`config.mk`:
```
export PLATFORM = sky130hd
export DESIGN_NAME = arr_conv_sequencer
export DESIGN_NICKNAME = d
export VERILOG_FILES = /design/src/rtl/arr_ctrl_pkg.sv /design/src/rtl/arr_cfg_regfile.sv /design/src/rtl/arr_conv_sequencer.sv
export SDC_FILE = /design/constraint.sdc
export NUM_CORES = 1
export LEC_CHECK = 0
export BUFFER_PORTS_ARGS = -buffer_cell sky130_fd_sc_hd__clkbuf_2
export CAP_MARGIN = 25
export CORE_MARGIN = 2
export CORE_UTILIZATION = 70
export DETAILED_ROUTE_END_ITERATION = 10
export GPL_TIMING_DRIVEN = 0
export PLACE_DENSITY_LB_ADDON = 0.3
export SLEW_MARGIN = 15
export SYNTH_ARGS = -nofsm -noshare
export SYNTH_HDL_FRONTEND = slang
export SYNTH_SLANG_ARGS = --single-unit
export TNS_END_PERCENT = 30
```
`constraint.sdc`:
```
create_clock -name clk -period 15.7 [get_ports clk]
set_clock_uncertainty 0.2 [all_clocks]
set_input_delay 0.785 -clock clk [delete_from_list [all_inputs] [get_ports clk]]
set_output_delay 0.785 -clock clk [all_outputs]
set_load 0.005 [all_outputs]
```
`src/rtl/arr_ctrl_pkg.sv`:
```
// Shared definitions for the conv array address sequencer:
// config register map, op codes, FSM states and config legality check.
package arr_ctrl_pkg;

  localparam int IDX_OP = 0;
  localparam int IDX_C  = 1;
  localparam int IDX_W  = 2;
  localparam int IDX_H  = 3;
  localparam int IDX_K  = 4;
  localparam int IDX_S  = 5;

  localparam int OP_CONV = 0;
  localparam int OP_PASS = 1;

  typedef enum logic [1:0] {
    ST_IDLE,
    ST_SETUP,
    ST_RUN,
    ST_DONE
  } state_t;

  function automatic logic cfg_legal(
    input int unsigned op,
    input int unsigned c,
    input int unsigned w,
    input int unsigned h,
    input int unsigned k,
    input int unsigned s,
    input int unsigned max_k
  );
    return (op <= OP_PASS) && (c != 0) &&
           (w != 0) && (h != 0) && (k != 0) &&
           (k <= max_k) && (k <= w) && (k <= h) &&
           ((s == 1) || (s == 2));
  endfunction

endpackage

```
`src/rtl/arr_cfg_regfile.sv`:
```
// Layer config register file: NCFG x CFG_DW, cleared on reset.
// Ports: clk, rst, lock (blocks writes), we/idx/din write port, regs out.
module arr_cfg_regfile #(
  parameter int NCFG   = 8,
  parameter int CFG_DW = 8,
  parameter int IW     = $clog2(NCFG)
) (
  input  logic                         clk,
  input  logic                         rst,
  input  logic                         lock,
  input  logic                         we,
  input  logic [IW-1:0]                idx,
  input  logic [CFG_DW-1:0]            din,
  output logic [NCFG-1:0][CFG_DW-1:0]  regs
);

  always_ff @(posedge clk) begin
    if (rst) begin
      regs <= '0;
    end else if (we && !lock) begin
      regs[idx] <= din;
    end
  end

endmodule

```
`src/rtl/arr_conv_sequencer.sv`:
```
// Config regfile + address sequencer feeding the systolic array.
// Ports: host cfg write, start/abort, addr valid/ready stream, status.
module arr_conv_sequencer
  import arr_ctrl_pkg::*;
#(
  parameter int ROWS   = 16,
  parameter int COLS   = 16,
  parameter int CFG_DW = 8,
  parameter int NCFG   = 8,
  parameter int ADDR_W = 16,
  parameter int MAX_K  = 7
) (
  input  logic                    clk,
  input  logic                    rst,
  input  logic                    cfg_we,
  input  logic [$clog2(NCFG)-1:0] cfg_idx,
  input  logic [CFG_DW-1:0]       cfg_din,
  input  logic                    start,
  input  logic                    abort,
  output logic                    addr_valid,
  input  logic                    addr_ready,
  output logic [ADDR_W-1:0]       addr,
  output logic                    win_first,
  output logic                    win_last,
  output logic                    seq_last,
  output logic                    busy,
  output logic                    done,
  output logic                    err,
  output logic [CFG_DW-1:0]       out_w,
  output logic [CFG_DW-1:0]       out_h
);

  localparam int PW = 3 * CFG_DW;
  localparam logic [CFG_DW-1:0] ONE = CFG_DW'(1);

  state_t state_q, state_d;

  logic [NCFG-1:0][CFG_DW-1:0] cfg;

  arr_cfg_regfile #(
    .NCFG   (NCFG),
    .CFG_DW (CFG_DW)
  ) u_regs (
    .clk  (clk),
    .rst  (rst),
    .lock (state_q != ST_IDLE),
    .we   (cfg_we),
    .idx  (cfg_idx),
    .din  (cfg_din),
    .regs (cfg)
  );

  logic [CFG_DW-1:0] op, c, w, h, k, s;
  assign op = cfg[IDX_OP];
  assign c  = cfg[IDX_C];
  assign w  = cfg[IDX_W];
  assign h  = cfg[IDX_H];
  assign k  = cfg[IDX_K];
  assign s  = cfg[IDX_S];

  logic legal, pass;
  assign legal = cfg_legal(32'(op), 32'(c), 32'(w),
                           32'(h), 32'(k), 32'(s),
                           32'(MAX_K));
  assign pass = op[0];

  logic [CFG_DW-1:0] span, ow_c, oh_c;
  assign span = (s == CFG_DW'(2)) ? ONE : '0;
  assign ow_c = ((w - k) >> span) + ONE;
  assign oh_c = ((h - k) >> span) + ONE;

  logic [CFG_DW-1:0] kx, ky, cc, ox, oy;
  logic [CFG_DW-1:0] ow_q, oh_q;
  // Window row, window origin, channel origin, kernel row origin.
  logic [ADDR_W-1:0] w_row, w_org, c_org, r_org, addr_q;
  logic [ADDR_W-1:0] plane, rstep, cstep;
  logic [PW-1:0]     pass_cnt, pass_end;
  logic              err_q;

  logic kx_l, ky_l, cc_l, ox_l, oy_l;
  logic win_l, seq_l, fire;
  assign kx_l  = kx == k - ONE;
  assign ky_l  = ky == k - ONE;
  assign cc_l  = cc == c - ONE;
  assign ox_l  = ox == ow_q - ONE;
  assign oy_l  = oy == oh_q - ONE;
  assign win_l = pass ? (pass_cnt == pass_end)
                      : (cc_l && ky_l && kx_l);
  assign seq_l = pass ? win_l : (win_l && ox_l && oy_l);

  assign addr_valid = state_q == ST_RUN;
  assign fire       = addr_valid && addr_ready;
  assign addr       = addr_q;
  assign win_first  = addr_valid &&
                      (pass ? (pass_cnt == '0)
                            : (cc == '0 && ky == '0 && kx == '0));
  assign win_last   = addr_valid && win_l;
  assign seq_last   = addr_valid && seq_l;
  assign busy       = state_q == ST_SETUP || state_q == ST_RUN;
  assign done       = state_q == ST_DONE;
  assign err        = done && err_q;
  assign out_w      = ow_q;
  assign out_h      = oh_q;

  assign cstep = ADDR_W'(s);

  always_ff @(posedge clk) begin
    if (rst) begin
      state_q <= ST_IDLE;
    end else begin
      state_q <= state_d;
    end
  end

  always_comb begin
    state_d = state_q;
    unique case (state_q)
      ST_IDLE:  if (start) state_d = ST_SETUP;
      ST_SETUP: begin
        if (abort)      state_d = ST_IDLE;
        else if (legal) state_d = ST_RUN;
        else            state_d = ST_DONE;
      end
      ST_RUN: begin
        if (abort)              state_d = ST_IDLE;
        else if (fire && seq_l) state_d = ST_DONE;
      end
      ST_DONE:  state_d = ST_IDLE;
      default:  state_d = ST_IDLE;
    endcase
  end

  always_ff @(posedge clk) begin
    if (rst) begin
      {kx, ky, cc, ox, oy} <= '0;
      {w_row, w_org, c_org, r_org, addr_q} <= '0;
      {plane, rstep} <= '0;
      {pass_cnt, pass_end} <= '0;
      ow_q  <= '0;
      oh_q  <= '0;
      err_q <= 1'b0;
    end else if (state_q == ST_SETUP) begin
      {kx, ky, cc, ox, oy} <= '0;
      {w_row, w_org, c_org, r_org, addr_q} <= '0;
      pass_cnt <= '0;
      // Products are only formed here, once per layer.
      pass_end <= PW'(c) * PW'(w) * PW'(h) - PW'(1);
      plane    <= ADDR_W'(w) * ADDR_W'(h);
      rstep    <= (s == CFG_DW'(2)) ? ADDR_W'(w) << 1
                                    : ADDR_W'(w);
      err_q    <= !legal;
      ow_q     <= legal ? ow_c : '0;
      oh_q     <= legal ? oh_c : '0;
    end else if (fire) begin
      if (pass) begin
        pass_cnt <= pass_cnt + PW'(1);
        addr_q   <= addr_q + ADDR_W'(1);
      end else if (!kx_l) begin
        kx     <= kx + ONE;
        addr_q <= addr_q + ADDR_W'(1);
      end else if (!ky_l) begin
        kx     <= '0;
        ky     <= ky + ONE;
        r_org  <= r_org + ADDR_W'(w);
        addr_q <= r_org + ADDR_W'(w);
      end else if (!cc_l) begin
        {kx, ky} <= '0;
        cc     <= cc + ONE;
        c_org  <= c_org + plane;
        r_org  <= c_org + plane;
        addr_q <= c_org + plane;
      end else if (!ox_l) begin
        {kx, ky, cc} <= '0;
        ox     <= ox + ONE;
        w_org  <= w_org + cstep;
        c_org  <= w_org + cstep;
        r_org  <= w_org + cstep;
        addr_q <= w_org + cstep;
      end else if (!oy_l) begin
        {kx, ky, cc, ox} <= '0;
        oy     <= oy + ONE;
        w_row  <= w_row + rstep;
        w_org  <= w_row + rstep;
        c_org  <= w_row + rstep;
        r_org  <= w_row + rstep;
        addr_q <= w_row + rstep;
      end
    end
  end

endmodule
```
Yosys cells after proc, flatten, opt, wreduce, memory -nomap -nowiden
Cells that the tools add are included.
- bits in registers: 283
- input port bits: 17
- output and inout bits: 39
- logic and storage cells: 152
- add/subtract/negate cells: 20
- multipliers: 3
- $lt $le $gt $ge: 6
- eq/ne operators: 18
- shift operators: 2
- mux-type cells: 30
- bitwise logic cells: 2
- reductions and logical operators: 45
- operators with widths (cell ; number):
    two-way mux 16 bit ; 6
    two-way mux 8 bit ; 11
    bitwise mux 64 bit ; 1
    adder 8 x 1 -> 8 bit (second input constant) ; 7
    equality test 8 bit ; 5
    adder 16 bit ; 2
    adder 16 x 8 -> 16 bit ; 2
    multiplier 8 x 8 -> 16 bit ; 2
    nonzero test 8 bit ; 4
    subtractor 8 x 1 -> 8 bit (second input constant) ; 4
    adder 24 x 1 -> 24 bit (second input constant) ; 1
    demux 8 bit (select 3 bit) ; 1
    equality test 24 bit ; 1
    logical NOT 24 bit ; 1
    logical NOT 8 bit ; 3
    multiplier 16 x 8 -> 24 bit ; 1
    subtractor 24 x 1 -> 24 bit (second input constant) ; 1
    logical AND 1 bit ; 22
    adder 16 x 1 -> 16 bit (second input constant) ; 1
    <= comparator 8 bit ; 2
    >> shifter 8 x 1 -> 8 bit ; 2
    subtractor 8 bit ; 2
    two-way mux 9 bit ; 1
    equality test 8 x 1 -> 1 bit (second input constant) ; 1
    28 further kinds ; 42

Longest topological paths before layout
- word-level depth: 12
- mapped depth: 35
- gate-level depth less buffers: 34

Hierarchy
A second synthesis with hierarchy kept.
- cells, all modules: 2987
- area, all modules: 24896.4 µm²
- by module, submodules not included (module ; times used ; cells an instance ; area each (µm²) ; seq. area each (µm²)):
    arr_conv_sequencer ; 1 ; 2755 ; 22333.9 ; 4244.1
    arr_cfg_regfile ; 1 ; 232 ; 2562.5 ; 1281.2

Least setup slack after synthesis
OpenSTA, ideal clock, no wires.
- path kind: register -> register
- start: register u_regs.regs[18] (netlist bit)
- end: register pass_end[20]
- setup time: 0.117 ns
- arrival: 8.552 ns
- required time: 15.383 ns
- setup slack: 6.831 ns
- cell stages (with the launch flop): 32
- buffers on the path: 2
- period minus slack after synthesis: 8.869 ns
- path through: dfxtp_1 clkbuf_1 clkbuf_1 nand2_1 fa_1 fa_1 inv_1 fa_1 inv_1 fa_1 inv_1 ha_1 nor2b_1 o21a_1 o311a_1 nor3_1 xnor2_1 nand2_1 fa_1 inv_1 fa_1 fa_1 inv_1 fa_1 inv_1 ha_1 or3_1 o31ai_1 o21ai_0 and3_1 or3_1 a32o_1
- cells in the longest elaborated chain, start to end: 3
- RTL lines (what ; line ; source):
    start: declaration ; arr_cfg_regfile.sv:14 ; output logic [NCFG-1:0][CFG_DW-1:0] regs
    start signal: indexed assignment ; arr_cfg_regfile.sv:21 ; regs[idx] <= din;
    multiplier 8 x 8 -> 16 bit ; arr_conv_sequencer.sv:147 ; pass_end <= PW'(c) * PW'(w) * PW'(h) - PW'(1);
    multiplier 16 x 8 -> 24 bit ; arr_conv_sequencer.sv:147 ;
    subtractor 24 x 1 -> 24 bit ; arr_conv_sequencer.sv:147 ;
    end signal: assignment ; arr_conv_sequencer.sv:147 ;
    end: declaration ; arr_conv_sequencer.sv:77 ; logic [PW-1:0] pass_cnt, pass_end;
Every way passes these cells.
A chain may end at the register's enable or synchronous reset.

Worst setup path after layout
- start: register u_regs.regs[21] (netlist bit)
- end: register pass_end[22]
Same word-level chain as after synthesis.

==> summary by stage <==
Status
The run finished with clean final reports.

Clock tree
The number of buffers added for setup after CTS is 0. Clock-pin slew was measured on the worst setup and hold paths at 0.06 ns. The clock passes through at most 3 buffers. The post-cts repair resize count is 0. The post-cts hold buffer count is 0. The cell sitting at the root of the clock tree is a sky130_fd_sc_hd__clkbuf_16.

The number of clock buffers added by TritonCTS is 29. The TritonCTS sink count is 260. TritonCTS built the clock tree. The clock latency on the worst-skew pair is 0.57 ns. CTS built an H-tree with a depth of 1.

Critical path
The type of the worst setup path is flop to flop. The most repeated library cell on the critical path is sky130_fd_sc_hd__fa_1. The worst register-to-register path has a setup slack of roughly 4.9 ns. The depth of the worst register-to-register path is 32. The cell with the largest stage delay on the worst path is sky130_fd_sc_hd__xnor2_1.

The biggest fanout along the worst timing path is 10. STA classifies the critical path startpoint as a flop. On the worst path, the slowest cell contributes a delay of 0.79 ns. STA puts the critical path data required time at 15.95 ns. The sort of element at the end of the critical path is a flop.

Data arrives at the worst endpoint at ~11 ns. The startpoint of the worst-slack reg-to-reg timing path is u_regs.regs[21]. The destination of the worst register-to-register timing path is pass_end[22].

Detailed routing
The via density per instance is approximately 6.3. The routed design has 73300 um of wire. The total via count in the routed design is between 20000 and 25000. The total length of routed met3 wires is 6780 um.

In this run, the number of DRC markers left after iteration 0 of detailed routing was between 2000 and 2500. The highest signal layer in the routed design is met5. The length of the first detailed-routing pass in iterations is 8. The average wire per standard cell is 20.9 um.

The post-detailed-route count of antenna-violating nets is 0. The routed design uses 33600 um of met2 wire. The residual DRC count is 0.

In the final routing, the length of wire on met1 measures 28800 um.

GRT
The number of antenna violations at the first check in global routing was 1. The first global-routing pass estimated 115000 um of wire. The maximum number of pins on one net before global-route repair is 15.

The number of global-route vias before repair is 21700. The global-route total usage across every layer is 40.3%. The global route total overflow is 0.

Finish
The number of nets at the end of the flow is 3415. The layout has about 2500 filler cells. The area added between synthesis and finish is 7.91%. The most frequent standard cell in the layout excluding fill and tap cells is sky130_fd_sc_hd__nand2_1. At the end of the flow the core is filled with cells to 76.3%. The number of antenna repair diodes is 0. The count of cells in the finished layout, fillers not included, comes to between 3000 and 4000.

The sequential cell area is 5200 um2. Leaving out fill and tap cells, the most frequent cells in the layout are 314 x sky130_fd_sc_hd__nand2_1, 280 x sky130_fd_sc_hd__inv_1, 260 x sky130_fd_sc_hd__dfxtp_1, 255 x sky130_fd_sc_hd__nor2_1, 206 x sky130_fd_sc_hd__ha_1. The multi-input gate area in the final layout is around 17000 um2. The share of layout cells above drive strength 1 is 6.23%.

Logic synthesis
Synthesis handed over a netlist of 2937 instances. For this run, the leading register cell type out of synthesis is sky130_fd_sc_hd__dfxtp_1. For this run, asynchronously set or reset flops after synthesis account for 0%. The sequential fraction of the synthesis area is a little over a fifth. The mean area per synthesized cell is just over 8 um2. Yosys mapped the design onto 85 distinct sky130hd cell types. For this run, the number of Yosys warnings is 0. The cell area that synthesis handed to floorplanning was 24300 um2. The flip-flop and latch count after synthesis is 260. The net count after synthesis is 3327. The synthesized design contains 0 enable-type register cells.

Floorplan
The die outline width is 190 um. The die footprint is 36200 um2. The vertical die dimension is ~190 um. The total number of placement rows is 68. The I/O pin count is 56. In this run the standard cell core region covers ~34000 um2. The initial utilization of the core area, before any placement, comes to a little over 70%.

Worst hold path
The worst hold path startpoint is r_org[5]. The path with the worst hold slack has its endpoint at r_org[5]. The number of instances on the worst hold path is 2.

The worst hold path class is flop to flop.

Pwr
For this design the ratio of total power to cell area is around 61 nW/um2. The worst-case vdd ir drop is around 0.000079 V. The static power due to leakage is 0.0118 uW.

Placed design
The estimated wirelength of the detail-placed design is 57600 um. At the end of routability-driven placement, the weighted congestion stood at between 1 and 1.5. The cell total after placement is around 3400. Input and output buffers added on the ports amount to between 50 and 60.

STA
The worst hold slack is 0.262 ns. The pin slew with the least headroom to its limit is 1.09 ns. The final critical-path required period is 10.85 ns. The worst pin sits at a relative slew slack of between 20% and 30%. Setup repair after global routing left no endpoint under its margin.

The number of hold-slack violations in the final timing report came to 0. The period utilization is 69.1%. The number of pins with negative max-slew slack in the final report is 0.

Based on the critical path, the design can be clocked at up to a little over 90 MHz. Setup total negative slack on the finished layout was measured at 0 ns. The final count of negative-setup-slack endpoints is 0.

Job
The tool flagged a number of max-cap violations equal to 0.
==> kinds of logic after synthesis <==
group	after synthesis	synth area share [%]
DFF	260	21.4
muxes	130	5.45
and+or+nand+nor	1064	21.6
AOI/OAI and AO/OA	463	12.1
buffers and inverters	413	6.67
xor gates and xnor gates	234	8.44
adders and majority gates	373	24.4
==> routing by layer <==
layer	GRT usage, %	vias to the layer above
li1	-	10100
met4	20.5	2
met1	50.8	10600
met3	6.51	222
met2	66.9	1121
met5	0	-
==> per-stage QoR <==
stage | area, um2 | setup WS (ns) | power (uW)
finish | 26200 | 4.85 | 1610
global route | 26200 | 4.33 | 1640
CTS | 26200 | 5.01 | 1600
detailed placement | 25100 | 5.13 | 849
global placement | 25100 | 5.27 | 844
floorplan | 24300 | 6.83 | 797
==> layout make-up <==
cell class	instances	share of cell area (%)
plain buffers	133	2.17
clock inverters	14	0.912
repair buffers	57	1.09
inverters	280	4.01
well taps	455	2.17
flip-flops and latches	260	19.9
multi-input cells	2264	66.6
clock buffers	40	3.16
==> power breakdown <==
part | internal [uW] | switching, uW
Clock | 468 | 296
Sequential | 672 | 13.2
Combinational | 53.2 | 104
==> flip-flops by register name, indices dropped and copies added (netlist names), 9 cells and up <==
signal	count
u_regs.regs	48
pass_cnt	24
addr	16
c_org	16
w_row	16
pass_end	24
rstep	9
r_org	16
w_org	16
plane	16
==> Yosys cell counts, types with 6 or more instances <==
library cell,instances,share of area [%]
sky130_fd_sc_hd__nand2_1,314,4.9
sky130_fd_sc_hd__inv_1,280,4.3
sky130_fd_sc_hd__dfxtp_1,260,21
sky130_fd_sc_hd__nor2_1,255,3.9
sky130_fd_sc_hd__ha_1,206,11
sky130_fd_sc_hd__fa_1,167,14
sky130_fd_sc_hd__a21oi_1,134,2.8
sky130_fd_sc_hd__and2_1,128,3.3
sky130_fd_sc_hd__xnor2_1,128,4.6
sky130_fd_sc_hd__o21ai_0,124,2.6
sky130_fd_sc_hd__mux2i_1,112,4.6
sky130_fd_sc_hd__clkbuf_1,106,1.6
sky130_fd_sc_hd__xor2_1,106,3.8
sky130_fd_sc_hd__nand3_1,62,1.3
sky130_fd_sc_hd__nor3_1,56,1.2
sky130_fd_sc_hd__nand4_1,47,1.2
sky130_fd_sc_hd__and3_1,35,0.90
sky130_fd_sc_hd__nor2b_1,29,0.75
sky130_fd_sc_hd__nor4_1,25,0.64
sky130_fd_sc_hd__nand2b_1,23,0.59
sky130_fd_sc_hd__a21o_1,21,0.65
sky130_fd_sc_hd__o21a_1,20,0.62
sky130_fd_sc_hd__a31oi_1,19,0.49
sky130_fd_sc_hd__or3_1,19,0.49
sky130_fd_sc_hd__mux2_2,18,0.83
sky130_fd_sc_hd__o211ai_1,17,0.53
sky130_fd_sc_hd__a211oi_1,16,0.49
sky130_fd_sc_hd__o21bai_1,14,0.43
sky130_fd_sc_hd__buf_2,13,0.27
sky130_fd_sc_hd__or2_2,12,0.31
sky130_fd_sc_hd__nand3b_1,10,0.31
sky130_fd_sc_hd__o22ai_1,9,0.23
sky130_fd_sc_hd__o31ai_1,9,0.28
sky130_fd_sc_hd__a221oi_1,7,0.25
sky130_fd_sc_hd__nand2_2,7,0.18
sky130_fd_sc_hd__a211o_1,6,0.22
sky130_fd_sc_hd__a41oi_1,6,0.22
sky130_fd_sc_hd__and4_1,6,0.22
sky130_fd_sc_hd__buf_6,6,0.28
sky130_fd_sc_hd__o31a_1,6,0.22
sky130_fd_sc_hd__or4_1,6,0.19
==> critical path: cells and delay by family (launching register included) <==
kind,cells,cell delay [ns]
adder cells (fa/ha/maj),10,4.70
buffers and inverters,8,1.53
AO/OA/AOI/OAI,7,1.69
flip-flops,1,0.56
AND/OR/NAND/NOR,6,1.24
XOR/XNOR,1,0.79
==> how the worst max path moves through the flow <==
stage / start / endpoint / cells after the start
after global placement: u_regs.regs[18] / pass_end[20] / 31
after global routing: u_regs.regs[21] / pass_end[22] / 32
after floorplan: u_regs.regs[18] / pass_end[20] / 31
after detailed placement: u_regs.regs[21] / pass_end[20] / 31
final: u_regs.regs[21] / pass_end[22] / 32
after CTS: u_regs.regs[21] / pass_end[22] / 32
No activity file was read; power rests on OpenSTA's default activity.
